==> src/rtl/vga_layer_compositor.sv <==
// Priority layer compositor with frame-synchronous global fade for the VGA output path.
// Two-stage pixel pipeline; syncs travel alongside the colour so they stay aligned.
`timescale 1ns/1ps
module vga_layer_compositor #(
  parameter int NUM_LAYERS       = 6,
  parameter int FADE_STEP_FRAMES = 4
) (
  input  logic                    clk,
  input  logic                    rst,
  input  logic                    vsync_in,
  input  logic                    hsync_in,
  input  logic                    vblnk_in,
  input  logic                    hblnk_in,
  input  logic [11:0]             bg_rgb,
  input  logic [12*NUM_LAYERS-1:0] layer_rgb,
  input  logic [NUM_LAYERS-1:0]   layer_valid,
  input  logic [NUM_LAYERS-1:0]   layer_en,
  input  logic                    fade_out_req,
  input  logic                    fade_in_req,
  output logic                    hs,
  output logic                    vs,
  output logic [11:0]             rgb,
  output logic [3:0]              fade_level,
  output logic                    fade_busy,
  output logic                    fade_done
);

  localparam int CNT_W = (FADE_STEP_FRAMES > 1) ? $clog2(FADE_STEP_FRAMES) : 1;
  localparam logic [CNT_W-1:0] CNT_LAST = CNT_W'(FADE_STEP_FRAMES - 1);
  localparam logic [CNT_W-1:0] CNT_ZERO = {CNT_W{1'b0}};
  localparam logic [CNT_W-1:0] CNT_ONE  = CNT_W'(1);

  typedef enum logic [1:0] {
    IDLE     = 2'd0,
    FADE_OUT = 2'd1,
    BLACK    = 2'd2,
    FADE_IN  = 2'd3
  } fade_state_t;

  fade_state_t      state_r;
  logic [CNT_W-1:0] frame_cnt_r;
  logic             vs_prev_r;
  logic             tick_s;
  logic [11:0]      win_rgb_s;
  logic             blank_s;
  logic [11:0]      rgb1_r;
  logic             blank1_r;
  logic             hs1_r;
  logic             vs1_r;

  // Scale one 4-bit channel by (level+1)/16; level 15 is identity, level 0 is black.
  function automatic logic [3:0] scale_chan(input logic [3:0] c, input logic [3:0] lvl);
    logic [7:0] prod;
    prod = {4'd0, c} * ({4'd0, lvl} + 8'd1);
    return prod[7:4];
  endfunction

  assign tick_s = vsync_in & ~vs_prev_r;

  // Highest-index enabled and valid layer wins; background otherwise.
  always_comb begin
    win_rgb_s = bg_rgb;
    for (int k = 0; k < NUM_LAYERS; k++) begin
      win_rgb_s = (layer_en[k] & layer_valid[k]) ? layer_rgb[12*k +: 12] : win_rgb_s;
    end
    blank_s = vblnk_in | hblnk_in;
  end

  // Stage 1: register the winning colour with blank and syncs.
  always_ff @(posedge clk) begin
    if (rst) begin
      rgb1_r   <= 12'd0;
      blank1_r <= 1'b0;
      hs1_r    <= 1'b0;
      vs1_r    <= 1'b0;
    end else begin
      rgb1_r   <= win_rgb_s;
      blank1_r <= blank_s;
      hs1_r    <= hsync_in;
      vs1_r    <= vsync_in;
    end
  end

  // Stage 2: apply the global fade and blanking, delay syncs to match.
  always_ff @(posedge clk) begin
    if (rst) begin
      rgb <= 12'd0;
      hs  <= 1'b0;
      vs  <= 1'b0;
    end else begin
      hs <= hs1_r;
      vs <= vs1_r;
      if (blank1_r) begin
        rgb <= 12'd0;
      end else begin
        rgb <= {scale_chan(rgb1_r[11:8], fade_level),
                scale_chan(rgb1_r[7:4],  fade_level),
                scale_chan(rgb1_r[3:0],  fade_level)};
      end
    end
  end

  // Fade FSM: state-changing requests take precedence over a coincident frame tick.
  always_ff @(posedge clk) begin
    if (rst) begin
      state_r     <= IDLE;
      fade_level  <= 4'd15;
      frame_cnt_r <= CNT_ZERO;
      fade_busy   <= 1'b0;
      fade_done   <= 1'b0;
      vs_prev_r   <= 1'b0;
    end else begin
      vs_prev_r <= vsync_in;
      fade_done <= 1'b0;
      case (state_r)
        IDLE: begin
          if (fade_out_req) begin
            state_r     <= FADE_OUT;
            frame_cnt_r <= CNT_ZERO;
            fade_busy   <= 1'b1;
          end
        end
        FADE_OUT: begin
          if (fade_in_req && !fade_out_req) begin
            state_r     <= FADE_IN;
            frame_cnt_r <= CNT_ZERO;
          end else if (tick_s) begin
            if (frame_cnt_r == CNT_LAST) begin
              frame_cnt_r <= CNT_ZERO;
              if (fade_level <= 4'd1) begin
                fade_level <= 4'd0;
                state_r    <= BLACK;
                fade_busy  <= 1'b0;
                fade_done  <= 1'b1;
              end else begin
                fade_level <= fade_level - 4'd1;
              end
            end else begin
              frame_cnt_r <= frame_cnt_r + CNT_ONE;
            end
          end
        end
        BLACK: begin
          if (fade_in_req && !fade_out_req) begin
            state_r     <= FADE_IN;
            frame_cnt_r <= CNT_ZERO;
            fade_busy   <= 1'b1;
          end
        end
        FADE_IN: begin
          if (fade_out_req) begin
            state_r     <= FADE_OUT;
            frame_cnt_r <= CNT_ZERO;
          end else if (tick_s) begin
            if (frame_cnt_r == CNT_LAST) begin
              frame_cnt_r <= CNT_ZERO;
              if (fade_level >= 4'd14) begin
                fade_level <= 4'd15;
                state_r    <= IDLE;
                fade_busy  <= 1'b0;
                fade_done  <= 1'b1;
              end else begin
                fade_level <= fade_level + 4'd1;
              end
            end else begin
              frame_cnt_r <= frame_cnt_r + CNT_ONE;
            end
          end
        end
        default: begin
          state_r     <= IDLE;
          fade_level  <= 4'd15;
          frame_cnt_r <= CNT_ZERO;
          fade_busy   <= 1'b0;
        end
      endcase
    end
  end

endmodule

==> config.mk <==
export PLATFORM = sky130hd
export DESIGN_NAME = vga_layer_compositor
export DESIGN_NICKNAME = d
export VERILOG_FILES = /design/src/rtl/vga_layer_compositor.sv
export SDC_FILE = /design/constraint.sdc
export NUM_CORES = 1
export LEC_CHECK = 0
export BUFFER_PORTS_ARGS = -buffer_cell sky130_fd_sc_hd__buf_2
export CORE_MARGIN = 8
export CORE_UTILIZATION = 45
export CTS_BUF_LIST = sky130_fd_sc_hd__clkbuf_4
export DETAILED_ROUTE_END_ITERATION = 10
export PLACE_DENSITY = 0.73
export REMOVE_ABC_BUFFERS = 1
export SYNTH_ARGS = -nofsm -noshare
export SYNTH_HDL_FRONTEND = slang
export SYNTH_SLANG_ARGS = --single-unit
export TNS_END_PERCENT = 10
==> constraint.sdc <==
create_clock -name clk -period 10.3 [get_ports clk]
set_input_delay 0.515 -clock clk [delete_from_list [all_inputs] [get_ports clk]]
set_output_delay 0.515 -clock clk [all_outputs]
set_load 0.01 [all_outputs]
* Yosys cells after proc, flatten, opt, wreduce, memory -nomap -nowiden
Cells that the tools add are included.
** Operators by class
- Order comparisons :: 2
- Div/mod/pow operators :: 0
- Add/sub/neg operators :: 4
- $mul :: 3
- Equal/unequal tests :: 20
- Shifts and indexed selects :: 0
- Reduce and logical (&&, ||, !) cells :: 9
- Multiplexer cells :: 53
- Bitwise logic cells :: 9
** Operator list (count)
- $mux 12 :: 6
- $mux 2 :: 16
- $mux 4 :: 8
- $ne 2x2->1 const B :: 10
- $mux 1 :: 18
- $ne 3x3->1 const B :: 6
- $mul 4x8->8 :: 2
- $pmux 2 s4 :: 2
- $reduce_and 10->1 :: 1
- $mul 4x5->8 :: 1
- $pmux 4 s2 :: 1
- $reduce_and 8->1 :: 1
- $and 1x1->1 :: 7
- $reduce_and 7->1 :: 1
- $eq 2x2->1 const B :: 3
- $add 4x1->5 const B :: 1
- $add 4x1->4 const B :: 1
- $ge 4x4->1 const B :: 1
- $le 4x1->1 const B :: 1
- $pmux 1 s4 :: 1
- $sub 4x1->4 const B :: 1
- $add 2x1->2 const B :: 1
- $eq 2x1->1 const B :: 1
- $logic_not 2->1 :: 1
- other kinds (8) :: 8
** Word-level totals
- Word-level logic and storage cells :: 112
- Memory bits (writable) :: 0
- Memories :: 0
- Output and inout port bits :: 20
- ROM bits :: 0
- Register bits :: 39
- Latch bits :: 0

* Longest topological paths before layout
Gate-level depths: netlist of the first run.
- Depth in word-level cells :: 7
- Mapped depth :: 15

* Worst setup path before layout of the first run
No wires, ideal clock.
- Path kind :: register -> register
- From :: register fade_level[0]
- To :: register rgb[7]
- Path slack :: 6627 ps
- Cell stages (with the launch flop) :: 16
- Data arrival time :: 3546 ps
- Buffers on the path :: 2
- Setup time :: 128 ps
- Cell sequence :: dfxtp_1 buf_2 inv_1 ha_1 clkbuf_1 and2_1 fa_1 inv_1 fa_1 inv_1 ha_1 nand4b_1 o2111ai_1 a21oi_1 xnor2_1 nor2_1
** Between the ends
- Longest elaborated chain between the ends :: 2
** Ends and longest elaborated chain
- start, declared :: RTL line 23 : output logic [3:0] fade_level,
- start signal, assigned :: RTL line 136 : fade_level <= fade_level - 4'd1;
- start signal, assigned :: RTL line 163 : fade_level <= fade_level + 4'd1;
- $add 4x1->5 :: RTL line 54 : prod = {4'd0, c} * ({4'd0, lvl} + 8'd1);
- $mul 4x8->8 :: RTL line 54
- end signal, assigned :: RTL line 96 : rgb <= {scale_chan(rgb1_r[11:8], fade_level),
- end, declared :: RTL line 22 : output logic [11:0] rgb,
No other way between the ends.
A chain may end at the register's enable or synchronous reset.

* Worst setup path in the final report of the first run
Ends and elaborated chain as after synthesis.

==> summary.md, run 1 <==
| Metric | Value |
|---|---|
| Status | finished clean |
| Post-DR wirelength/cell | 15.3 um |
| DP Area | 0.00421 mm^2 |
| Max VDD drop | 0.0400 mV |
| Yosys warns | 0 |
| Final setup viols | 0 |
| Setup crit start kind | flip-flop |
| Largest fanout on the critical path | 15 |
| Main flop type after synthesis | dfxtp_1 |
| Syn-to-layout area delta | 19.3% |
| IO Port Bufs | approximately 120 |
| Cell with the most instances after synthesis | nand2_1 |
| Sw frac | 34.9% |
| Number of H-tree levels | 2 |
| Relative slew slack | between 40% and 50% |
| Dominant cell type by area after synthesis | dfxtp_1 |
| Drt first-iter violations | 154 |
| Nets | 692 |
| Hpwl dp | between 8000 and 9000 um |
| Vias in the first global route | 3677 |
| RePlAce Congestion | 0.816 |
| N_diodes | 0 |
| Area contributors post-synth | dfxtp_1 (22%), ha_1 (13%), fa_1 (8.4%) |
| Vias/cell | around 5.4 |
| Die Y-Extent | 105 um |
| Share of cells above drive strength 1 | 27.6% |
| Worst slew pin tran | 0.788 ns |
| Post-Syn Instances | 431 |
| Antenna-violating nets left | 0 |
| Global route overflow | 0 |
| Sw power | approximately 0.00014 W |
| Die span in x | 105 um |
| Share of the synthesized area in the top cell type | 21.8% |
| Synth Register Bits | 39 |
| # DRC | 0 |
| Most used cell, CP | inv_1 |
| Root Driver | clkbuf_4 |
| P_int | approximately 0.00026 W |
| TritonCTS buffer count | 5 |
| Fin Setup TNS | 0 ns |
| Sequential share of the synthesized area | 21.8% |
| Commonest cells post-synth | nand2_1 (56), dfxtp_1 (39), nor2_1 (38) |
| Ys async rst share | 0% |
| Fin Hold WS | 0.377 ns |
| Place WS | just over 6 ns |
| Mapped Area | 0.00357 mm^2 |
| Crit path cell chain | inv_1 > ha_1 > and2_1 > fa_1 > inv_1 > fa_1 > inv_1 > ha_1 > nand4b_1 > o2111ai_1 > a21oi_1 > xnor2_1 > nor2_1 |
| Floorplan row count | 32 |
| Largest net degree at the start of global routing | 30 |
| Maximum clock path buffer count | 2 |
| Detailed-router iteration count before antenna repair | 4 |
| DIE AREA | 0.0110 mm^2 |
| Unrepaired setup endpoints after global routing | no |
| Pleak | 2.08 nW |
| Crit path kind | reg -> reg |
| Ports | 124 |
| Total track usage | approximately 17% |
| Finished Cell Area | 0.00426 mm^2 |
| Hold Path Class | in -> reg |
| Clock slew at reported path FFs | 0.11 ns |
| Clk sink count | 39 |
| First-pass GRT wire length | 16200 um |
| CTS resizes | 0 |
| Sequential share of power | between 40 and 50% |
| Synth cell types | 49 |
| Final Hold Fails | 0 |
| Post-synth EDFFs | 0 |
| Initial antenna violation count | 0 |
| Tcrit/Tclk final | around 40% |
| Core Area | just under 0.008 mm^2 |
| CTS tree | yes |
| Crit path time final | 4.08 ns |
| Required @ worst endpoint | 10.54 ns |
| Wirelength, routed | roughly 10000 um |
| Clock Skews | 0.0191 ns |
| CP endpoint kind | flip-flop |
| Combinational fraction of design power | about 36% |
| Hold Buf Count CTS | 0 |
| Mean Syn Cell Area | 8.29 um^2 |
| Fmax | 245 MHz |
| Pins over their slew limit | 0 |
| Critical-path top delay cell | dfxtp_1 |
| MaxCap Viol Count | 0 |
| Initial Utilization | 46.2% |
| Final setup margin | 6.22 ns |
| Via Count | ~3400 |
| Clock power share | roughly a fifth |
| Clk Latency, worst-skew pair | 0.35 ns |
| Post-CTS setup buffers | 0 |
| Worst path max stage delay | 0.65 ns |
| CP Data Arrival Time | ~4.3 ns |
| Pwr Density | 92.7 mW/mm^2 |
[flip-flops by register name, summed over array words and instances, names as in the netlist, 2 cells and up]
| name | flops |
|---|---|
| rgb1_r | 12 |
| rgb | 12 |
| fade_level | 4 |
| frame_cnt_r | 2 |
| state_r | 2 |
[worst max-delay path: cells and delay by family, from the launching register on]
family | cells | cell delay, ns
flops | 1 | 0.65
buf+inv | 3 | 0.35
xor+xnor | 1 | 0.16
compound gates | 2 | 0.42
simple gates | 3 | 0.44
fa+ha+maj | 4 | 1.96
[logic make-up after synthesis]
family	Yosys count	share of synthesized area (%)
simple gates	165	22.8
mux	14	4.34
buf+inv	54	6.06
fa+ha+maj	52	21.4
xor+xnor	20	4.90
flops	39	21.8
compound gates	87	18.7
[cell usage in the layout (no fill, tap or decap), types with 2 or more instances in the layout]
cell type | netlist | final
buf_2 | 5 | 123
nand2_1 | 56 | 56
dfxtp_1 | 39 | 39
nor2_1 | 38 | 38
ha_1 | 37 | 37
inv_1 | 29 | 29
and2_1 | 22 | 22
o21ai_0 | 17 | 17
xnor2_1 | 16 | 16
fa_1 | 15 | 15
and3_1 | 13 | 13
a21oi_1 | 12 | 12
mux2_2 | 12 | 12
a2bb2oi_1 | 12 | 12
o221ai_1 | 12 | 12
a311oi_1 | 12 | 12
nor2b_1 | 10 | 10
nand3_1 | 5 | 5
clkbuf_4 | 0 | 5
xor2_1 | 4 | 4
o2111ai_1 | 4 | 4
nand2b_1 | 3 | 3
nor4_1 | 3 | 3
nand4_1 | 3 | 3
o21bai_1 | 3 | 3
nand4b_1 | 3 | 3
clkinv_2 | 0 | 3
nor3_1 | 2 | 2
or2_2 | 2 | 2
o211ai_1 | 2 | 2
mux2i_1 | 2 | 2
a22oi_1 | 2 | 2
[worst paths after layout]
path	start	endpoint	slack, ns	depth (start not counted)
max	fade_level[0]	rgb[7]	6.22	13
min	vblnk_in	blank1_r	0.38	3
max reg2reg	fade_level[0]	rgb[7]	6.22	13
min reg2reg	hs1_r	hs	0.46	1
[area by class of cell]
cell class                      instances  area, um^2
Inverter                               29         109
Tap cell                              102         128
Fill cell                             719        3470
Sequential cell                        39         781
Timing Repair Buffer                  123         616
Clock buffer                            5        37.5
Multi-Input combinational cell        338        2580
Clock inverter                          3        15.0
[power by group through the flow]
stage               clock [W]  combinational [W]  sequential, W
CTS                 0.0000802           0.000143       0.000175
global route        0.0000838           0.000159       0.000177
global placement            0           0.000139       0.000178
detailed placement          0           0.000142       0.000179
floorplan                   0          0.0000945       0.000177
finish              0.0000767           0.000143       0.000175
[routing by layer]
metal / track usage (%) / wire length [um]
met5: 0 / 0
met4: 4.79 / 111
met3: 4.91 / 664
met2: 31.2 / 4880
met1: 19.1 / 4130
[per-stage QoR]
stage / utilization (%) / power (W) / std cells
final: 55.1 / 0.000395 / 639
after CTS: 55.1 / 0.000398 / 639
after global routing: 55.1 / 0.000420 / 639
after global placement: 54.5 / 0.000317 / 631
after floorplan: - / 0.000272 / 406
after detailed placement: 54.5 / 0.000321 / 631
Note: power is estimated with default switching activity, not from simulation.
==> run 2: changes to the inputs <==
--- a/config.mk
+++ b/config.mk
@@ -10,7 +10,7 @@
 export CORE_UTILIZATION = 45
 export CTS_BUF_LIST = sky130_fd_sc_hd__clkbuf_4
 export DETAILED_ROUTE_END_ITERATION = 10
-export PLACE_DENSITY = 0.73
+export PLACE_DENSITY = 0.76
 export REMOVE_ABC_BUFFERS = 1
 export SYNTH_ARGS = -nofsm -noshare
 export SYNTH_HDL_FRONTEND = slang
==> constraint.sdc (replaced) <==
create_clock -name clk -period 3.58 [get_ports clk]
set_input_delay 0.179 -clock clk [delete_from_list [all_inputs] [get_ports clk]]
set_output_delay 0.179 -clock clk [all_outputs]
set_load 0.01 [all_outputs]
==> run 2 against run 1 <==
- via count rose by 0.52%
- register-to-register slack got worse by 6.1 ns
- wire length rose by 0.98%
- clock skew fell by 0.012 ns
- sequential share of layout area fell by 0.26 points
- setup slack got worse by 6.1 ns
- combinational power rose to 2.9 times the previous value
- sequential power rose to 2.9 times the previous value
- largest cell class unchanged
==> summary.md, run 2 (synthesized netlist as in run 1, its figures left out) <==
| Metric | Value |
|---|---|
| Family with the most delay on the worst path | adder cells |
| Critical Path Stages | 14 |
| TritonCTS buffer count | 5 |
| Crit path time final | 3.44 ns |
| Pwr Density | about 260 mW/mm^2 |
| N_diodes | 0 |
| Root Driver | clkbuf_4 |
| Worst path max stage delay | 0.52 ns |
| Status | finished clean |
| Initial Utilization | 46.2% |
| Drt first-iter violations | between 150 and 200 |
| Largest net degree at the start of global routing | 30 |
| Fin Setup TNS | 0 ns |
| Most frequent cells in the layout | buf_2 (123), nand2_1 (56), nor2_1 (38) |
| Final Hold Fails | 0 |
| Reg-to-Reg End | rgb[7] |
| Max VDD drop | 0.164 mV |
| Post-DR wirelength/cell | 15.3 um |
| MaxCap Viol Count | 0 |
| Via Count | about 3500 |
| Pleak | 2.11 nW |
| Layout fillers | 708 |
| CTS tree | yes |
| Global route overflow | 0 |
| Most common cell after layout, fill and taps aside | buf_2 |
| Detailed-router iteration count before antenna repair | 4 |
| Crit path cell chain | ha_1 > xor2_1 > buf_4 > and2_1 > fa_1 > inv_1 > fa_1 > inv_1 > ha_1 > nand4b_1 > o2111ai_2 > a21oi_1 > xnor2_1 > nor2_1 |
| Pins over their slew limit | 0 |
| Clk sink count | 39 |
| Share of cells above drive strength 1 | 29.8% |
| Largest fanout on the critical path | 12 |
| Nets | 699 |
| CP endpoint kind | flip-flop |
| IO Port Bufs | 123 |
| Total track usage | 17.4% |
| Wirelength, routed | 9870 um |
| Crit path launch | fade_level[0] |
| Core Area | 0.00773 mm^2 |
| Hpwl dp | 8220 um |
| First-pass GRT wire length | 16300 um |
| Final Util | between 50% and 60% |
| Syn-to-layout area delta | 21.6% |
| Post-CTS setup buffers | 0 |
| Worst r2r src | fade_level[0] |
| Floorplan row count | 32 |
| Critical-path top delay cell | fa_1 |
| Clock slew at reported path FFs | 0.13 ns |
| Ports | 124 |
| Total Power | between 0.001 and 0.0015 W |
| Fin Hold WS | 0.0253 ns |
| Crit path kind | reg -> reg |
| Number of H-tree levels | 2 |
| Crit path buf inv count | 3 |
| Final setup viols | 0 |
| Worst slew pin tran | 0.779 ns |
| Maximum clock path buffer count | 2 |
| Reg2reg path depth | 14 |
| Vias in the first global route | between 3000 and 4000 |
| Die Y-Extent | 105 um |
| Setup crit start kind | flip-flop |
| Hold Path Class | in -> reg |
| End point of the critical path | rgb[7] |
| Antenna-violating nets left | 0 |
| Die span in x | 105 um |
| CP Data Arrival Time | roughly 3.7 ns |
| Fmax | 291 MHz |
| Relative slew slack | between 40% and 50% |
| Fin cells | between 600 and 700 |
| RePlAce Congestion | 0.880 |
| Required @ worst endpoint | between 3 and 4 ns |
| Regs by FF count | rgb1_r: 12 flops, rgb: 12 flops, fade_level: 4 flops |
| # DRC | 0 |
| Reg2reg setup slack | 0.14 ns |
| Tcrit/Tclk final | 96.1% |
| Clk Latency, worst-skew pair | 0.36 ns |
| Initial antenna violation count | 0 |
| Cells after DPL | around 640 |
| Clock Skews | a little under 0.007 ns |
| Vias/cell | 5.37 |
| DIE AREA | 0.0110 mm^2 |
==> run 2: cell types whose count changed in the layout (fill, tap and decap cells not counted) <==
cell,change
clkinv_2,-2
dfxtp_1,-3
dfxtp_2,+3
buf_4,+7
ha_1,-1
clkinvlp_4,+2
o2111ai_2,+3
ha_2,+1
o2111ai_1,-3
==> run 2: through the flow <==
step | setup WS, ns | cell area (um^2)
finish | 0.139 | 4340
floorplan | -0.0193 | 3470
global route | -0.00120 | 4340
detailed placement | -0.00922 | 4260
CTS | 0.00307 | 4320
global placement | 0.118 | 4260
==> run 2: worst min-delay path by stage <==
| stage | startpoint | end | slack [ns] | cells past startpoint |
|---|---|---|---|---|
| floorplan | rst | state_r[0] | 0.25 | 1 |
| global placement | vblnk_in | blank1_r | 0.38 | 3 |
| detailed placement | hsync_in | hs1_r | 0.39 | 2 |
| CTS | hsync_in | hs1_r | 0.01 | 2 |
| global route | hsync_in | hs1_r | 0.005 | 2 |
| finish | hsync_in | hs1_r | 0.03 | 2 |
==> run 2: worst reg2reg max path: stages (launching register included) <==
cell and delay (ns):
dfxtp_2 0.39, ha_1 0.26, xor2_1 0.15, buf_4 0.18, and2_1 0.18, fa_1 0.50
inv_1 0.05, fa_1 0.52, inv_1 0.04, ha_1 0.35, nand4b_1 0.14, o2111ai_2 0.22
a21oi_1 0.12, xnor2_1 0.18, nor2_1 0.06
==> run 2: area by class of cell <==
type                            instances  area [um^2]  area share [%]
Clock buffer                            5         37.5           0.864
Multi-Input combinational cell        338         2600            59.8
Timing Repair Buffer                  130          668            15.4
Sequential cell                        39          785            18.1
Tap cell                              102          128            2.94
Inverter                               29          109            2.51
Clock inverter                          3         20.0           0.461
==> run 2: layer usage <==
metal | track usage [%] | vias to the layer above | routed length (um)
met3 | 5.04 | 16 | 698
met2 | 31.4 | 127 | 4920
met5 | 0 | - | 0
met1 | 19.2 | 1586 | 4100
li1 | - | 1738 | -
met4 | 5.20 | 0 | 153
==> run 2: where the power goes <==
group | internal (W) | switching (W)
registers | 0.000471 | 0.0000306
logic | 0.000196 | 0.000214
clock network | 0.0000750 | 0.000161
total | 0.000743 | 0.000406
==> run 2: what timing repair did <==
item                       CTS  global route
gates resized for setup      1             6
hold buffers                 0             0
cloned                       0             0
setup endpoints to repair    3             5
pin swaps                    0             0
